===== src/rtl/elevator_pkg.sv =====
// Shared types for the elevator controller: FSM state encoding, travel direction
// and floor-mask helpers sized for the largest supported building.
package elevator_pkg;

    typedef enum logic [1:0] {
        ST_IDLE      = 2'b00,
        ST_MOVE_UP   = 2'b01,
        ST_MOVE_DOWN = 2'b10,
        ST_DOOR_OPEN = 2'b11
    } state_e;

    typedef enum logic {
        DIR_UP   = 1'b0,
        DIR_DOWN = 1'b1
    } dir_e;

    localparam int MAX_FLOORS  = 16;
    localparam int MAX_FLOOR_W = 4;

    function automatic logic [MAX_FLOORS-1:0] above_mask(input logic [MAX_FLOOR_W-1:0] floor);
        logic [MAX_FLOORS-1:0] m;
        for (int i = 0; i < MAX_FLOORS; i++) begin
            m[i] = (i > int'(floor));
        end
        return m;
    endfunction

    function automatic logic [MAX_FLOORS-1:0] below_mask(input logic [MAX_FLOORS-1:0] dummy_unused_guard,
                                                         input logic [MAX_FLOOR_W-1:0] floor);
        logic [MAX_FLOORS-1:0] m;
        for (int i = 0; i < MAX_FLOORS; i++) begin
            m[i] = (i < int'(floor)) & dummy_unused_guard[i];
        end
        return m;
    endfunction

endpackage


===== src/rtl/elevator_timer.sv =====
// Down-counter shared by travel and door timing; expire flags the final cycle
// of the loaded interval.
module elevator_timer #(
    parameter int CNT_W = 3
) (
    input  logic             clk,
    input  logic             reset,
    input  logic             load,
    input  logic [CNT_W-1:0] load_val,
    output logic             expire
);

    logic [CNT_W-1:0] count_q;
    logic [CNT_W-1:0] count_d;

    always_comb begin
        count_d = count_q;
        if (load) begin
            count_d = load_val;
        end else if (count_q != '0) begin
            count_d = count_q - 1'b1;
        end
    end

    always_ff @(posedge clk or negedge reset) begin
        if (!reset) begin
            count_q <= '0;
        end else begin
            count_q <= count_d;
        end
    end

    assign expire = (count_q == CNT_W'(1));

endmodule


===== src/rtl/elevator_controller.sv =====
// Single-car elevator sequencer: latches floor calls, travels floor by floor and
// serves requests with a SCAN (keep going while work lies ahead) policy.
//
//   state        | meaning
//   -------------+-------------------------------------------------------
//   ST_IDLE      | parked, door shut, waiting for a pending request
//   ST_MOVE_UP   | travelling up, one floor per TRAVEL_CYCLES
//   ST_MOVE_DOWN | travelling down, one floor per TRAVEL_CYCLES
//   ST_DOOR_OPEN | door open at current_floor for DOOR_CYCLES after last hold
module elevator_controller
    import elevator_pkg::*;
#(
    parameter int NUM_FLOORS    = 8,
    parameter int TRAVEL_CYCLES = 4,
    parameter int DOOR_CYCLES   = 6,
    localparam int FLOOR_W      = $clog2(NUM_FLOORS)
) (
    input  logic                  clk,
    input  logic                  reset,
    input  logic [NUM_FLOORS-1:0] call_req,
    input  logic                  extra_waiting,
    output logic [1:0]            state_output,
    output logic [FLOOR_W-1:0]    current_floor,
    output logic                  door_open,
    output logic [NUM_FLOORS-1:0] pending
);

    localparam int MAX_CYC = (TRAVEL_CYCLES > DOOR_CYCLES) ? TRAVEL_CYCLES : DOOR_CYCLES;
    localparam int CNT_W   = $clog2(MAX_CYC + 1);
    localparam logic [CNT_W-1:0]   TRAVEL_VAL = CNT_W'(TRAVEL_CYCLES);
    localparam logic [CNT_W-1:0]   DOOR_VAL   = CNT_W'(DOOR_CYCLES);
    localparam logic [FLOOR_W-1:0] TOP_FLOOR  = FLOOR_W'(NUM_FLOORS - 1);

    state_e                state_q, state_d;
    dir_e                  dir_q, dir_d;
    logic [FLOOR_W-1:0]    floor_q, floor_d;
    logic [NUM_FLOORS-1:0] pending_q, pending_d;

    logic                  tmr_load;
    logic [CNT_W-1:0]      tmr_val;
    logic                  tmr_expire;

    logic [MAX_FLOORS-1:0]  pend_ext;
    logic [MAX_FLOOR_W-1:0] floor_ext;
    logic                   any_above;
    logic                   any_below;
    logic                   go_up;
    logic                   go_down;
    logic                   door_hold;
    logic                   serve;
    logic [FLOOR_W-1:0]     serve_floor;
    logic [NUM_FLOORS-1:0]  latch;

    elevator_timer #(
        .CNT_W(CNT_W)
    ) u_timer (
        .clk      (clk),
        .reset    (reset),
        .load     (tmr_load),
        .load_val (tmr_val),
        .expire   (tmr_expire)
    );

    assign pend_ext  = MAX_FLOORS'(pending_q);
    assign floor_ext = MAX_FLOOR_W'(floor_q);
    assign any_above = |(pend_ext & above_mask(floor_ext));
    assign any_below = |below_mask(pend_ext, floor_ext);

    // Work ahead in the current direction wins; otherwise turn around.
    assign go_up     = any_above && ((dir_q == DIR_UP) || !any_below);
    assign go_down   = any_below && !go_up;
    assign door_hold = extra_waiting || call_req[floor_q];

    always_comb begin
        state_d     = state_q;
        dir_d       = dir_q;
        floor_d     = floor_q;
        tmr_load    = 1'b0;
        tmr_val     = TRAVEL_VAL;
        serve       = 1'b0;
        serve_floor = floor_q;

        case (state_q)
            ST_IDLE: begin
                if (pending_q[floor_q]) begin
                    state_d  = ST_DOOR_OPEN;
                    tmr_load = 1'b1;
                    tmr_val  = DOOR_VAL;
                    serve    = 1'b1;
                end else if (go_up) begin
                    state_d  = ST_MOVE_UP;
                    dir_d    = DIR_UP;
                    tmr_load = 1'b1;
                end else if (go_down) begin
                    state_d  = ST_MOVE_DOWN;
                    dir_d    = DIR_DOWN;
                    tmr_load = 1'b1;
                end
            end
            ST_MOVE_UP: begin
                if (tmr_expire) begin
                    if (floor_q == TOP_FLOOR) begin
                        state_d = ST_IDLE;
                    end else begin
                        floor_d     = floor_q + 1'b1;
                        serve_floor = floor_d;
                        tmr_load    = 1'b1;
                        if (pending_q[floor_d]) begin
                            state_d = ST_DOOR_OPEN;
                            tmr_val = DOOR_VAL;
                            serve   = 1'b1;
                        end
                    end
                end
            end
            ST_MOVE_DOWN: begin
                if (tmr_expire) begin
                    if (floor_q == '0) begin
                        state_d = ST_IDLE;
                    end else begin
                        floor_d     = floor_q - 1'b1;
                        serve_floor = floor_d;
                        tmr_load    = 1'b1;
                        if (pending_q[floor_d]) begin
                            state_d = ST_DOOR_OPEN;
                            tmr_val = DOOR_VAL;
                            serve   = 1'b1;
                        end
                    end
                end
            end
            ST_DOOR_OPEN: begin
                if (door_hold) begin
                    tmr_load = 1'b1;
                    tmr_val  = DOOR_VAL;
                end else if (tmr_expire) begin
                    if (go_up) begin
                        state_d  = ST_MOVE_UP;
                        dir_d    = DIR_UP;
                        tmr_load = 1'b1;
                    end else if (go_down) begin
                        state_d  = ST_MOVE_DOWN;
                        dir_d    = DIR_DOWN;
                        tmr_load = 1'b1;
                    end else begin
                        state_d = ST_IDLE;
                    end
                end
            end
            default: state_d = ST_IDLE;
        endcase

        // A call for the floor whose door is already open only extends the door.
        latch = call_req;
        if (state_q == ST_DOOR_OPEN) begin
            latch[floor_q] = 1'b0;
        end
        pending_d = pending_q | latch;
        if (serve) begin
            pending_d[serve_floor] = 1'b0;
        end
    end

    always_ff @(posedge clk or negedge reset) begin
        if (!reset) begin
            state_q   <= ST_IDLE;
            dir_q     <= DIR_UP;
            floor_q   <= '0;
            pending_q <= '0;
        end else begin
            state_q   <= state_d;
            dir_q     <= dir_d;
            floor_q   <= floor_d;
            pending_q <= pending_d;
        end
    end

    assign state_output  = state_q;
    assign current_floor = floor_q;
    assign door_open     = (state_q == ST_DOOR_OPEN);
    assign pending       = pending_q;

endmodule


===== config.mk =====
export PLATFORM = sky130hd
export DESIGN_NAME = elevator_controller
export DESIGN_NICKNAME = d
export VERILOG_FILES = /design/src/rtl/elevator_pkg.sv /design/src/rtl/elevator_timer.sv /design/src/rtl/elevator_controller.sv
export SDC_FILE = /design/constraint.sdc
export NUM_CORES = 1
export LEC_CHECK = 0
export CORE_MARGIN = 3
export CORE_UTILIZATION = 30
export CTS_BUF_LIST = sky130_fd_sc_hd__clkbuf_4 sky130_fd_sc_hd__clkbuf_8
export DETAILED_ROUTE_END_ITERATION = 6
export SYNTH_ARGS = -nofsm -noshare
export SYNTH_HDL_FRONTEND = slang
export SYNTH_SLANG_ARGS = --single-unit

===== constraint.sdc =====
create_clock -name clk -period 3.07 [get_ports clk]
set_input_delay 0.614 -clock clk [delete_from_list [all_inputs] [get_ports clk]]
set_output_delay 0.614 -clock clk [all_outputs]
set_load 0.03 [all_outputs]

==> results.cfg <==
[grt]
grt_max_degree = 18
antenna_found_initial = 0
grt_remaining_overflow = 0
grt_pass1_wl_mm = 8.121
grtUsageTotal_pct = 15.86
grt_pass1_vias = 1604

[finish]
fin_area_sq_mm = 0.002063
final_util_pct = 39.15
synthToLayoutAreaGrowth_pct = 21.79
diodes = 0
drive_gt1_share_pct = 9.565
nets = 256

[yosys]
netlist_area_sq_mm = 0.001694
synthCells = 204
synth_common_cells = 26 x a21oi_1, 17 x dfrtp_1, 15 x nor2_1
yosysUniqueCellTypes = 55
yosysTopAreaCell = dfrtp_1
syn_avg_cell_area_sq_um = 8.305
synth_area_leaders = dfrtp_1 25%, ha_1 10%, a21oi_1 7.7%
synth.yosys.seq_area_share_pct = 25.11
syn_nets = 229
yosys.area.top_type_share_pct = 25.11
synth_most_common_cell = a21oi_1
ys_ff_latch = 17
synth_edf_count = 0
synthFlopType = dfrtp_1
ys_warn_count = 0
ys_async_sr_fraction_pct = 100.0

[placement]
dpl-instance-area_sq_mm = 0.002014
port_buffers = 24
dpl_worst_slack_ns = 0.3759
gp_congestion = 0.8467
dp_hpwl_mm = 3.611

[die]
die_height_microns = 81.15
ios = 25
start_util_pct = 32.15
fp.dieW_microns = 81.15
dieArea_sq_mm = 0.006585
core_area_sq_mm = 0.005270
num_rows = 26

[clock_tree]
clkTransAtPathRegs_ns = 0.08
clockBufferDepth = 2
hold_buffers = 0
insertion_delay_ns = 0.26
root_buffer = clkbuf_8
htree_levels = 1
cts_buffers = 3
post_cts_buffers = 0
cts_tree = yes
cts_resized = 0
cts.sinks = 17

[flow_run]
drv_cap = 0

[hold_path]
hold_path_depth = 2
hold_class = flip-flop to flip-flop

[pwr]
p_total_uw = 1123
vdd_drop_max_v = 0.0001726
power_density_mw_per_mm2 = 544.5
leakagePower_uw = 0.0007797

[timing]
slew_viol_final = 0
tns_ns = 0
finClkSkew_ns = 0.001042
min_period_ns = 2.520
setup_viol = 0
tightest_slew_ns = 0.8524
max_freq_mhz = 396.8
layout_setup_ws_ns = 0.5496
slew_headroom_pct = 42.99
post-route-period-util_pct = 82.10
rsz0062_at_grt = false
finalHoldViolCount = 0

[worst_setup_path]
required_ns = 3.22
crit_cells = 9
endpoint_kind = flip-flop
cp_max_fo = 9
path_buf_inv = 2
worstPathArrival_ns = 2.67
r2r_cells = 9
cp_common_cell = inv_1
critPathMaxStageDelay_ns = 0.44
critical_path_class = flip-flop to flip-flop
crit_chain = inv_1, ha_1, inv_1, o21ai_1, nand2b_1, or3_1, a22oi_1, o21ai_0, mux2_1
crit_path_top_delay_cell = dfrtp_1
r2r_slack_ns = 0.55
crit_family = compound AO/OA/AOI/OAI gates
crit_path_start_kind = flip-flop

[detailed_routing]
drt_iter0_drc = 98
wl_met1_mm = 2.259
viasPerCell = 5.480
route.vias.total = 1644
wl_met3_microns = 252
ant_nets = 0
highest_layer = met4
drc = 0
wl_met2_mm = 2.289
wirelength_mm = 4.848
post_drt_wl_per_cell_microns = 16.16
firstDrtPassIters = 4

[outcome]
outcome = completed
[routing by layer]
metal	track usage [%]	up-vias
met5	0	-
met4	3.547	0
met3	2.772	4
met2	25.78	56
met1	21.90	788
li1	-	796
[worst min-delay path: stages (launching register included)]
cell	delay [ns]
dfrtp_1	0.34
nor2_1	0.04
a21oi_1	0.13
[sequential cells by signal, summed over array words and instances, names as in the netlist]
name and flops:
dir_q 1, pending 8, state_output 2, current_floor 3
u_timer.count_q 3
[cell families (layout without fill, tap and decap cells)]
family / after synthesis / in the layout / synth area share, %
AOI/OAI and AO/OA: 64 / 64 / 24.37
xor gates and xnor gates: 2 / 2 / 1.034
adders and majority gates: 14 / 14 / 10.34
buffers and inverters: 22 / 48 / 6.204
DFF: 17 / 17 / 25.11
muxes: 16 / 16 / 10.49
and+or+nand+nor: 69 / 69 / 22.45
[metrics by stage]
| stage | instances | hold WS [ns] |
|---|---|---|
| 2_1_floorplan | 204 | 0.3184 |
| 3_3_place_gp | 296 | 0.5508 |
| 3_5_place_dp | 296 | 0.5534 |
| 4_1_cts | 300 | 0.5701 |
| 5_1_grt | 300 | 0.6098 |
| 6_report | 300 | 0.5620 |
[path summary, 6_finish.rpt]
check / from / to
worst max-delay path: current_floor[1]$_DFF_PN0_ / state_output[1]$_DFFE_PN0P_
min in group asynchronous: reset / dir_q$_DFFE_PN0P_
worst min-delay path: u_timer.count_q[1]$_DFFE_PN0P_ / u_timer.count_q[1]$_DFFE_PN0P_
worst min register to register: u_timer.count_q[1]$_DFFE_PN0P_ / u_timer.count_q[1]$_DFFE_PN0P_
max in group asynchronous: reset / pending[2]$_DFF_PN0_
worst max register to register: current_floor[1]$_DFF_PN0_ / state_output[1]$_DFFE_PN0P_
[power breakdown]
group / total [uW] / internal (uW) / switching (uW) / leakage (uW)
Combinational: 640 / 260 / 380 / 0.000571
Clock: 193 / 101 / 92.0 / 0.0000262
Sequential: 290 / 257 / 32.6 / 0.000182
Total: 1120 / 618 / 505 / 0.000780
[final cells by class]
type / count / area [sq um]
Clock buffer: 4 / 48.80
Fill cell: 564 / 3207
Inverter: 14 / 52.55
Multi-Input combinational cell: 165 / 1164
Sequential cell: 17 / 425.4
Tap cell: 70 / 87.58
Timing Repair Buffer: 30 / 285.3
[cells in the final DEF (no fill, tap or decap), types with 2 or more instances in the layout]
cell             instances
a21oi_1                 26
mux2i_1                 11
nor3_4                   2
buf_4                    6
o21ai_1                  4
inv_1                   13
nor2_1                  15
a21o_1                   2
nor2b_1                  6
nand3_1                  9
o21ai_0                 10
xnor2_1                  2
nand3b_1                 2
dfrtp_1                 17
nor3_1                   3
nand2_1                 14
ha_1                    14
or2_1                    2
clkdlybuf4s50_1         24
a2bb2oi_1                2
and2_1                   2
mux2_1                   3
clkbuf_8                 3
nand4_1                  2
nand2b_1                 5
o21a_1                   2
Note: power is estimated with default switching activity, not from simulation.
